## config.mk

```make
export PLATFORM = sky130hd
export DESIGN_NAME = mem_access_controller
export DESIGN_NICKNAME = d
export VERILOG_FILES = /design/src/rtl/mem_access_controller.sv
export SDC_FILE = /design/constraint.sdc
export NUM_CORES = 1
export LEC_CHECK = 0
export BUFFER_PORTS_ARGS = -buffer_cell sky130_fd_sc_hd__buf_4
export CAP_MARGIN = 20
export CORE_AREA = 2 2 40 42
export DETAILED_ROUTE_END_ITERATION = 6
export DIE_AREA = 0 0 42 44
export GPL_ROUTABILITY_DRIVEN = 0
export SLEW_MARGIN = 10
export SYNTH_ARGS = -nofsm -noshare
export SYNTH_HDL_FRONTEND = slang
export SYNTH_SLANG_ARGS = --single-unit
```

## constraint.sdc

```tcl
create_clock -name clk -period 2.6 [get_ports clk]
set_input_delay 0.13 -clock clk [delete_from_list [all_inputs] [get_ports clk]]
set_output_delay 0.13 -clock clk [all_outputs]
set_load 0.05 [all_outputs]
```

## src/rtl/mem_access_controller.sv

```systemverilog
// mem_access_controller
//   Sequences LW/SW data accesses between the datapath, a write-back data cache
//   and a fixed-latency main memory. A miss stalls the pipeline, writes back a
//   dirty victim line if needed, refills the line, then releases the stall so
//   the held access completes as a hit.
//
// Parameters:
//   MEM_LATENCY     main-memory cycles per line transfer (>= 1)
//
// Ports:
//   clk             system clock, rising edge
//   rst_b           asynchronous active-low reset
//   load_req        LW in execute stage
//   store_req       SW in execute stage (wins over load_req when both set)
//   hit             cache tag match for current address
//   dirty           indexed victim line dirty bit
//   stall           freeze PC and pipeline registers
//   mem_read_en     main-memory line read active
//   mem_write_en    main-memory victim write-back active
//   cache_fill_en   write refilled line into cache
//   cache_store_en  write store word into cache, set dirty
//
// Optional feature (macro MEM_CTRL_PERF_EN):
//   miss_count      saturating count of IDLE miss cycles
//   writeback_count saturating count of IDLE dirty-miss cycles
module mem_access_controller #(
    parameter int unsigned MEM_LATENCY = 4
) (
    input  logic        clk,
    input  logic        rst_b,
    input  logic        load_req,
    input  logic        store_req,
    input  logic        hit,
    input  logic        dirty,
    output logic        stall,
    output logic        mem_read_en,
    output logic        mem_write_en,
    output logic        cache_fill_en,
    output logic        cache_store_en
`ifdef MEM_CTRL_PERF_EN
    ,
    output logic [31:0] miss_count,
    output logic [31:0] writeback_count
`endif
);

    localparam int unsigned CNT_W = $clog2(MEM_LATENCY + 1);
    localparam logic [CNT_W-1:0] CntReload = CNT_W'(MEM_LATENCY - 1);

    typedef enum logic [1:0] {
        StIdle,
        StWriteback,
        StRefill
    } state_e;

    state_e           state_q, state_d;
    logic [CNT_W-1:0] cnt_q, cnt_d;

    logic req;
    logic stall_c, mem_read_c, mem_write_c, fill_c, store_c;

    assign req = load_req | store_req;

    always_ff @(posedge clk or negedge rst_b) begin
        if (!rst_b) begin
            state_q <= StIdle;
            cnt_q   <= '0;
        end else begin
            state_q <= state_d;
            cnt_q   <= cnt_d;
        end
    end

    always_comb begin
        state_d     = state_q;
        cnt_d       = cnt_q;
        stall_c     = 1'b0;
        mem_read_c  = 1'b0;
        mem_write_c = 1'b0;
        fill_c      = 1'b0;
        store_c     = 1'b0;
        unique case (state_q)
            StIdle: begin
                if (req) begin
                    if (hit) begin
                        store_c = store_req;
                    end else begin
                        stall_c = 1'b1;
                        cnt_d   = CntReload;
                        state_d = dirty ? StWriteback : StRefill;
                    end
                end
            end
            StWriteback: begin
                stall_c     = 1'b1;
                mem_write_c = 1'b1;
                if (cnt_q == '0) begin
                    cnt_d   = CntReload;
                    state_d = StRefill;
                end else begin
                    cnt_d = cnt_q - 1'b1;
                end
            end
            StRefill: begin
                stall_c    = 1'b1;
                mem_read_c = 1'b1;
                if (cnt_q == '0) begin
                    fill_c  = 1'b1;
                    state_d = StIdle;
                end else begin
                    cnt_d = cnt_q - 1'b1;
                end
            end
            default: state_d = StIdle;
        endcase
    end

    // The state register sits in IDLE during reset, but a held request would still
    // decode; gate with rst_b so every output is low while reset is asserted.
    assign stall          = stall_c & rst_b;
    assign mem_read_en    = mem_read_c & rst_b;
    assign mem_write_en   = mem_write_c & rst_b;
    assign cache_fill_en  = fill_c & rst_b;
    assign cache_store_en = store_c & rst_b;

`ifdef MEM_CTRL_PERF_EN
    logic [31:0] miss_q, miss_d;
    logic [31:0] wb_q, wb_d;
    logic        miss_ev;

    assign miss_ev = (state_q == StIdle) & req & ~hit;

    always_comb begin
        miss_d = miss_q;
        wb_d   = wb_q;
        if (miss_ev && (miss_q != 32'hFFFF_FFFF)) begin
            miss_d = miss_q + 32'd1;
        end
        if (miss_ev && dirty && (wb_q != 32'hFFFF_FFFF)) begin
            wb_d = wb_q + 32'd1;
        end
    end

    always_ff @(posedge clk or negedge rst_b) begin
        if (!rst_b) begin
            miss_q <= '0;
            wb_q   <= '0;
        end else begin
            miss_q <= miss_d;
            wb_q   <= wb_d;
        end
    end

    assign miss_count      = miss_q;
    assign writeback_count = wb_q;
`endif

endmodule

```

==> reports/results.ini, run 1 <==
[run_status]
status = finished, final reports clean

[worst_setup_path]
crit_path_start_kind = flop
worstSetupPathType = reg -> out
endpoint_kind = output pin
path_max_fanout = 8
critical-path-top-delay-family = flip-flops
r2r_start = state_q[0]
startpoint = state_q[0]
cpPeakStageDelay_ps = 400
cp.arrival_ps = 1610
crit_path_top_delay_cell = dfrtp_1
crit_buf_inv = 2
required_ps = 2470
crit_chain = inv_1 > ha_1 > a21oi_1 > nor3b_1 > buf_4

[global_route]
grt_pass1_wl_um = 1635
grt_pass1_vias = 410
grt_max_degree = 10
overflow = 0
grt.total_usage_pct = 11.64
antenna_found_initial = 0

[detailed_routing]
wl_per_cell_um = 11.62
postRouteAntennaNets = 0
drc = 0
drt_iter0_markers = 10
via_count = 414
wl_um = 941
drtPass1Iterations = 4
viasPerCell = 5.111

[min_path]
holdCritStartpoint = dirty
hold_path.class = in -> reg

[finish]
nFillCells = 138
seqCellArea_um2 = 125.1
finalInstanceArea_um2 = 601.8
area_growth_syn_to_layout_pct = 27.25
nNetsFinal = 78
drive_gt1_share_pct = 33.85
multi_input_area_um2 = 325.3
fin_cells = 81
antenna_cells = 0

[die]
die_h_um = 44
initial_utilization_pct = 33.33
ios = 11
dieArea_um2 = 1848
rows = 14
die_x_um = 42
fp.coreArea_um2 = 1419

[sta]
grt_setup_unrepaired = false
skew_ps = 0.2303
period_needed_ps = 1740
max_freq_mhz = 574.6
slew_violations = 0
min_period_over_period_pct = 66.93
setup_violations = 0
max_slew.worst_pin.slew_ps = 359.8
maxSlewHeadroom_pct = 75.95
hold_viol = 0
finalSetupTns_ps = 0

[logic_synthesis]
synth_area_um2 = 473.0
netlist_instances = 51
yosys.area.top_type_share_pct = 26.46
yosys.area.top_type = dfrtp_1
syn_area_per_cell_um2 = 9.274
yosysSeqAreaShare_pct = 26.46
ys_types = 28
ys_top_cells_by_area = dfrtp_1, ha_1, and2_1
syn_nets = 63
ys_warn_count = 0
synth_seq_cells = 5

[clock_network]
cts_tree = yes
cts_setup_buffers = 0
clock-root-buffer = clkbuf_4
clk_pin_slew_worst_paths_ps = 40
worstSkewPairLatency_ps = 240
numClockSinks = 5
h-tree-depth = 1
clk_path_buf_depth = 2
cts_buffers = 3

[power]
p_per_area_nw_per_um2 = 1215
cellLeakagePower_nw = 0.2776
ir_worst_vdd_uv = 644.9

[placed_design]
place_inst = 76
dpl-instance-area_um2 = 564.3
place_hpwl_um = 752.6
port_buffers = 10

[flow_run]
drv_cap = 0

-- routing by layer --
layer	vias to the layer above	track usage [%]	wire length [um]
li1	217	-	-
met1	184	15.01	485
met2	13	18.44	397
met3	0	5.000	58
met4	0	1.935	0
met5	-	0	0
-- synth_stat cells --
cell type	instances
nand2b_4	1
nor3b_1	1
nor2b_1	1
o21bai_4	1
o31ai_1	1
clkbuf_1	1
o21ai_0	2
o22ai_1	1
a22o_1	1
a31oi_1	2
nand3_1	1
a2111oi_1	1
nand2_1	3
nand2b_2	1
a221oi_1	1
and2b_4	1
inv_1	5
and2_1	3
nand4_1	1
nor2_1	3
o211ai_1	1
a21oi_2	2
a221oi_2	1
dfrtp_1	5
a21oi_1	2
o21ba_2	1
and4_1	1
ha_1	6
-- area by class of cell --
| type | instances | share of cell area [%] |
|---|---|---|
| timing repair buffer | 11 | 14.14 |
| sequential | 5 | 20.79 |
| multi-input combinational | 40 | 54.05 |
| clock inverter | 1 | 0.8316 |
| tap | 16 | 3.326 |
| clock buffer | 3 | 3.742 |
| inverter | 5 | 3.119 |
-- power breakdown --
| group | internal, mW | total [mW] | switching (mW) |
|---|---|---|---|
| combinational | 0.195 | 0.502 | 0.307 |
| sequential | 0.114 | 0.140 | 0.0262 |
| clock | 0.0557 | 0.0892 | 0.0335 |
| total | 0.364 | 0.731 | 0.367 |
-- cells in the final DEF, fill, tap and decap left out, types with 2 or more instances in the layout --
| cell type | n |
|---|---|
| nand2_1 | 3 |
| dfrtp_1 | 5 |
| o21ai_0 | 2 |
| ha_1 | 6 |
| nor2_1 | 3 |
| a31oi_1 | 2 |
| inv_1 | 5 |
| clkbuf_4 | 3 |
| a21oi_2 | 2 |
| buf_4 | 10 |
| and2_1 | 3 |
| a21oi_1 | 2 |
-- worst reg2reg max path: stages, from the launching register on --
cell	delay (ps)
dfrtp_1	400
inv_1	110
ha_1	310
a21oi_2	70
a2111oi_1	400
a22o_1	180
-- flip-flops by register name, summed over array words and instances, names as in the netlist --
register	flops
cnt_q	3
state_q	2
-- repair_timing --
action | CTS | global route
resized for setup | 0 | 0
hold buffers | 1 | 0
hold endpoints to repair | 5 | 0
-- logic make-up (layout without fill, tap and decap cells) --
kind of cell             Yosys count  after routing  share of synthesized area (%)
AND/OR/NAND/NOR                   17             17                          22.75
adder cells (fa/ha/maj)            6              6                          15.87
AO/OA/AOI/OAI                     17             17                          30.16
buffers and inverters              6             20                          4.762
flip-flops                         5              5                          26.46
-- per-stage QoR --
step | hold slack [ps] | power (mW) | worst slack (ps) | util (%)
2_1_floorplan | -165.6 | 0.5291 | 347.7 | -
3_3_place_gp | -48.42 | 0.6377 | 1115 | 39.77
3_5_place_dp | -49.31 | 0.6359 | 1088 | 39.77
4_1_cts | 195.0 | 0.7325 | 847.9 | 42.42
5_1_grt | 203.2 | 0.8006 | 695.9 | 42.42
6_report | 196.0 | 0.7312 | 859.8 | 42.42
-- worst paths after layout --
path | slack [ps] | cells after the start | end
max | 860 | 5 | stall
min in group asynchronous | 240 | 2 | cnt_q[0]
max reg2reg | 1070 | 5 | cnt_q[2]
min | 200 | 3 | state_q[0]
max in group asynchronous | 2240 | 2 | cnt_q[2]
min reg2reg | 550 | 1 | cnt_q[2]
No activity file was read; power rests on OpenSTA's default activity.
==> run 2: changes to the inputs <==
==> constraint.sdc (replaced) <==
create_clock -name clk -period 1.6 [get_ports clk]
set_input_delay 0.08 -clock clk [delete_from_list [all_inputs] [get_ports clk]]
set_output_delay 0.08 -clock clk [all_outputs]
set_load 0.05 [all_outputs]
==> run 2 against run 1 <==
- largest power group unchanged
- die area unchanged
- setup slack lost 790 ps
- clock skew is 10 ps higher
- combinational power up 110%
- design area increased by 13%
- total power is 95% higher
- critical endpoint is now cache_fill_en
- highest routed layer is now met4
- largest cell class unchanged
- cell count up 2.5%
==> reports/results.ini, run 2 (same netlist as run 1, synthesis figures left out) <==
[clock_network]
cts_buffers = 3  ; unchanged
worstSkewPairLatency_ps = 250  ; was 240 ps
clock-root-buffer = clkbuf_4  ; unchanged
cts_tree = yes  ; unchanged
numClockSinks = 5  ; unchanged
clk_path_buf_depth = 2  ; unchanged
clk_pin_slew_worst_paths_ps = 40  ; about the same
h-tree-depth = 1  ; unchanged

[worst_setup_path]
crit_chain = inv_2 > ha_4 > and2_2 > and2_2 > buf_4  ; was inv_1 > ha_1 > a21oi_1 > nor3b_1 > buf_4
cpPeakStageDelay_ps = 400  ; about the same
crit_buf_inv = 2  ; unchanged
endpoint_kind = output pin  ; unchanged
crit_path_top_delay_cell = dfrtp_1  ; unchanged
cp.arrival_ps = 1450  ; was 1610 ps
required_ps = 1520  ; was 2470 ps
path_max_fanout = 8  ; unchanged
worstSetupPathType = reg -> out  ; unchanged
critical-path-top-delay-family = flip-flops  ; unchanged
critical_path.most_common_cell = and2_2
crit_path_start_kind = flop  ; unchanged

[finish]
reg_top3 = cnt_q (3), state_q (2)  ; unchanged
fin_cells = 83  ; was 81
largest_reg_flops = 3  ; unchanged
layout_common_cells = buf_4, dfrtp_1  ; was buf_4, ha_1, inv_1, dfrtp_1
area_growth_syn_to_layout_pct = 43.65  ; was 27.25%
mostFrequentLayoutCell = buf_4  ; unchanged
nNetsFinal = 80  ; was 78
nFillCells = 133  ; was 138
antenna_cells = 0  ; unchanged
drive_gt1_share_pct = 50.75  ; was 33.85%
top_register = cnt_q  ; unchanged
finalInstanceArea_um2 = 679.4  ; was 601.8 um^2
fin_util_pct = 47.88  ; was 42.42%

[die]
ios = 11  ; unchanged
dieArea_um2 = 1848  ; unchanged
die_x_um = 42  ; unchanged
fp.coreArea_um2 = 1419  ; unchanged
rows = 14  ; unchanged
die_h_um = 44  ; unchanged
initial_utilization_pct = 33.33  ; unchanged

[detailed_routing]
viasPerCell = 5.265  ; was 5.111
postRouteAntennaNets = 0  ; unchanged
drtPass1Iterations = 4  ; unchanged
wl_per_cell_um = 13.23  ; was 11.62 um
via_count = 437  ; was 414
drt_iter0_markers = 13  ; was 10
drc = 0  ; unchanged
wl_um = 1098  ; was 941 um

[sta]
layout_setup_ws_ps = 73.19  ; was 859.8 ps
period_needed_ps = 1527
min_period_over_period_pct = 95.43
maxSlewHeadroom_pct = 78.42  ; was 75.95%
max_freq_mhz = 655.0
slew_violations = 0  ; unchanged
setup_violations = 0  ; unchanged
hold_viol = 0  ; unchanged
max_slew.worst_pin.slew_ps = 320.3  ; was 359.8 ps
skew_ps = 10.19  ; was 0.2303 ps
grt_setup_unrepaired = false  ; unchanged

[power]
p_per_area_nw_per_um2 = 2103  ; was 1215 nW/um^2
cellLeakagePower_nw = 0.2886  ; was 0.2776 nW
ir_worst_vdd_uv = 834.9  ; was 644.9 uV
total_power_mw = 1.428  ; was 0.7312 mW

[global_route]
grt_max_degree = 10  ; unchanged
grt_pass1_wl_um = 1738  ; was 1635 um
antenna_found_initial = 0  ; unchanged
met1_usage_pct = 16.92  ; was 15.01%
overflow = 0  ; unchanged
grt_use_met3_pct = 4.167  ; was 5.000%
grtUsageMet2_pct = 18.44  ; unchanged
grt.total_usage_pct = 12.91  ; was 11.64%
grt_pass1_vias = 400  ; was 410
top_usage_layer = met2  ; unchanged

[flow_run]
drv_cap = 0  ; unchanged

[placed_design]
place_inst = 76  ; unchanged
place_hpwl_um = 811  ; was 752.6 um
port_buffers = 10  ; unchanged
place_ws_ps = 71.44  ; was 1088 ps
dpl-instance-area_um2 = 578.1  ; was 564.3 um^2

[run_status]
status = finished, final reports clean  ; unchanged

[min_path]
hold_path.class = in -> reg  ; unchanged

## run 2: worst register-to-register path: stages, from the launching register on
cell      delay (ps)
dfrtp_1          410
buf_4            150
ha_2             220
o21ai_0          300
nand4_1          140
o211ai_1         120
## run 2: layout make-up
cell class              instances  area [um^2]  area share [%]
clock buffers                   4        26.28           3.867
inverters                       5        18.77           2.762
multi-input cells              40        384.1           56.54
flip-flops and latches          5        126.4           18.60
well taps                      16        20.02           2.947
repair buffers                 13        103.9           15.29
## run 2: path summary, 6_finish.rpt
kind / cells after the start / end / slack, ps / start
min: 3 / state_q[0] / 170 / dirty
max reg2reg: 5 / state_q[0] / 170 / state_q[0]
max in group asynchronous: 2 / state_q[1] / 1260 / rst_b
max: 5 / cache_fill_en / 70 / state_q[0]
min in group asynchronous: 2 / cnt_q[2] / 190 / rst_b
min reg2reg: 1 / cnt_q[2] / 560 / cnt_q[2]
## run 2: report_power, final
group / switching (mW) / total [mW] / internal (mW)
Sequential: 0.0516 / 0.239 / 0.188
Clock: 0.0571 / 0.152 / 0.0947
Combinational: 0.578 / 1.04 / 0.460
Total: 0.687 / 1.43 / 0.742
## run 2: through the flow
step / hold slack, ps / TNS [ps]
4_1_cts: 153.4 / -45.41
5_1_grt: 171.5 / 0
3_3_place_gp: -98.09 / 0
6_report: 170.4 / 0
2_1_floorplan: -215.6 / 0
3_5_place_dp: -96.37 / 0
## run 2: what timing repair did
action                                 CTS  global route
setup endpoints to repair                2             3
endpoints found under the hold margin    5             0
hold buffers                             1             0
cloned                                   0             0
setup buffers                            0             2
resized for setup                        3             9
pin swaps                                0             0
## run 2: per-layer routing
metal	up-vias	wire length [um]
met1	205	497
met2	12	529
met4	0	6
li1	218	-
met3	2	64
met5	-	0
==> run 3: changes to the inputs <==
==> constraint.sdc (replaced) <==
create_clock -name clk -period 1.9 [get_ports clk]
set_input_delay 0.095 -clock clk [delete_from_list [all_inputs] [get_ports clk]]
set_output_delay 0.095 -clock clk [all_outputs]
set_load 0.05 [all_outputs]
==> run 3 against run 2 <==
- critical path depth is the same
- critical path type unchanged
- sequential cell count is the same
- via count shrank 7.1%
- hold slack is essentially flat
- clock skew shrank 9.9 ps
- sequential share of layout area grew 2.0 points
==> reports/results.ini, run 3 (same netlist as run 1, synthesis figures left out) <==
[finish]
largest_reg_flops = 3  ; unchanged
reg_top3 = cnt_q (3), state_q (2)  ; unchanged
nFillCells = 146  ; was 133
area_growth_syn_to_layout_pct = 28.31  ; was 43.65%
antenna_cells = 0  ; unchanged
multi_input_area_um2 = 330.3  ; was 384.1 um^2
mostFrequentLayoutCell = buf_4  ; unchanged
drive_gt1_share_pct = 35.38  ; was 50.75%
layout_common_cells = buf_4, ha_1, inv_1, dfrtp_1  ; was buf_4, dfrtp_1
finalInstanceArea_um2 = 606.8  ; was 679.4 um^2
seqCellArea_um2 = 125.1  ; was 126.4 um^2
fin_util_pct = 42.77  ; was 47.88%
top_register = cnt_q  ; unchanged
nNetsFinal = 78  ; was 80

[detailed_routing]
drt_iter0_markers = 5  ; was 13
postRouteAntennaNets = 0  ; unchanged
viasPerCell = 5.012  ; was 5.265
wl_um = 951  ; was 1098 um
drtPass1Iterations = 4  ; unchanged
via_count = 406  ; was 437
wl_per_cell_um = 11.74  ; was 13.23 um
drc = 0  ; unchanged

[die]
initial_utilization_pct = 33.33  ; unchanged
rows = 14  ; unchanged
ios = 11  ; unchanged
die_h_um = 44  ; unchanged
fp.coreArea_um2 = 1419  ; unchanged
die_x_um = 42  ; unchanged
dieArea_um2 = 1848  ; unchanged

[worst_setup_path]
worstSetupPathType = reg -> out  ; unchanged
endpoint_kind = output pin  ; unchanged
crit_path_top_delay_cell = dfrtp_1  ; unchanged
cp.arrival_ps = 1620  ; was 1450 ps
critical_path.most_common_cell = and2_1  ; was and2_2
crit_buf_inv = 2  ; unchanged
critical-path-top-delay-family = flip-flops  ; unchanged
crit_path_start_kind = flop  ; unchanged
crit_chain = inv_1 > ha_1 > and2_1 > and2_1 > buf_4  ; was inv_2 > ha_4 > and2_2 > and2_2 > buf_4
cpPeakStageDelay_ps = 410  ; was 400 ps
required_ps = 1800  ; was 1520 ps
path_max_fanout = 8  ; unchanged

[sta]
max_freq_mhz = 584.7
hold_viol = 0  ; unchanged
slew_violations = 0  ; unchanged
max_slew.worst_pin.slew_ps = 346.3  ; was 320.3 ps
grt_setup_unrepaired = false  ; unchanged
period_needed_ps = 1710
finalSetupTns_ps = 0  ; unchanged
skew_ps = 0.3345  ; was 10.19 ps
min_period_over_period_pct = 90.01
setup_violations = 0  ; unchanged
layout_setup_ws_ps = 189.8  ; was 73.19 ps
maxSlewHeadroom_pct = 76.67  ; was 78.42%
hold_ws_ps = 170.1  ; was 170.4 ps

[power]
seq_power_share_pct = 19.1  ; was 16.7%
p_comb_share_pct = 68.5  ; was 72.6%
cellLeakagePower_nw = 0.2802  ; was 0.2886 nW
p_per_area_nw_per_um2 = 1655  ; was 2103 nW/um^2
p_int_mw = 0.5011  ; was 0.7419 mW
power.share.switching_pct = 50.09  ; was 48.06%
switchingPower_mw = 0.5029  ; was 0.6866 mW
ir_worst_vdd_uv = 911.1  ; was 834.9 uV
clock_power_share_pct = 12.4  ; was 10.6%

[global_route]
grt_pass1_wl_um = 1580  ; was 1738 um
overflow = 0  ; unchanged
grt_pass1_vias = 376  ; was 400
grt_max_degree = 10  ; unchanged
antenna_found_initial = 0  ; unchanged
grt.total_usage_pct = 11.80  ; was 12.91%

[clock_network]
cts_setup_buffers = 0  ; unchanged
worstSkewPairLatency_ps = 240  ; was 250 ps
h-tree-depth = 1  ; unchanged
clk_path_buf_depth = 2  ; unchanged
numClockSinks = 5  ; unchanged
cts_buffers = 3  ; unchanged
clock-root-buffer = clkbuf_4  ; unchanged
cts_tree = yes  ; unchanged
clk_pin_slew_worst_paths_ps = 50  ; was 40 ps

[placed_design]
place_hpwl_um = 743.8  ; was 811 um
dpl-instance-area_um2 = 569.3  ; was 578.1 um^2
port_buffers = 10  ; unchanged
place_ws_ps = 368.3  ; was 71.44 ps

[min_path]
hold_path.class = in -> reg  ; unchanged

[run_status]
status = finished, final reports clean  ; unchanged

[flow_run]
drv_cap = 0  ; unchanged

-- run 3: cell count changes in the layout (fill, tap and decap cells not counted), sizes merged --
cell / change
buf: -2
clkbuf: -1
clkinv: +1
-- run 3: worst register-to-register path, cell delays in order (launching register included) --
cell and delay, ps:
dfrtp_1 410, inv_1 120, ha_1 340, a21oi_2 60, a2111oi_1 380, a22o_1 180
-- run 3: area by class of cell --
type	count	area share [%]
Sequential cell	5	20.62
Timing Repair Buffer	11	14.02
Tap cell	16	3.299
Clock inverter	1	0.8247
Clock buffer	3	3.711
Multi-Input combinational cell	40	54.43
Inverter	5	3.093
-- run 3: metrics by stage --
stage                     power [mW]  std cells
final                          1.004         81
after CTS                      1.008         81
after global routing           1.105         81
after floorplan               0.7322         51
after detailed placement      0.8765         76
after global placement        0.8872         76
-- run 3: repair_timing --
action,4_1_cts,5_1_grt
hold buffers,1,0
hold endpoints to repair,5,0
gates resized for setup,0,0
-- run 3: final timing paths --
kind	start	end	depth (start not counted)	slack, ps
max	state_q[0]	cache_fill_en	5	190
min reg2reg	cnt_q[2]	cnt_q[2]	1	550
min in group asynchronous	rst_b	state_q[0]	2	210
max reg2reg	state_q[0]	cnt_q[2]	5	350
min	dirty	state_q[0]	3	170
max in group asynchronous	rst_b	cnt_q[2]	2	1570
-- run 3: metal layers --
layer  up-vias  wire length (um)  global-route usage, %
met3         2                82                  7.500
met5         -                 0                      0
li1        216                 -                      -
met4         0                 5                  4.516
met2        16               416                  16.25
met1       172               447                  14.72
-- run 3: power groups by stage --
stage | Combinational, mW | Sequential, mW | Clock [mW]
floorplan | 0.548 | 0.184 | 0
global route | 0.769 | 0.197 | 0.139
finish | 0.688 | 0.192 | 0.124
CTS | 0.688 | 0.191 | 0.129
global placement | 0.696 | 0.192 | 0
detailed placement | 0.684 | 0.193 | 0
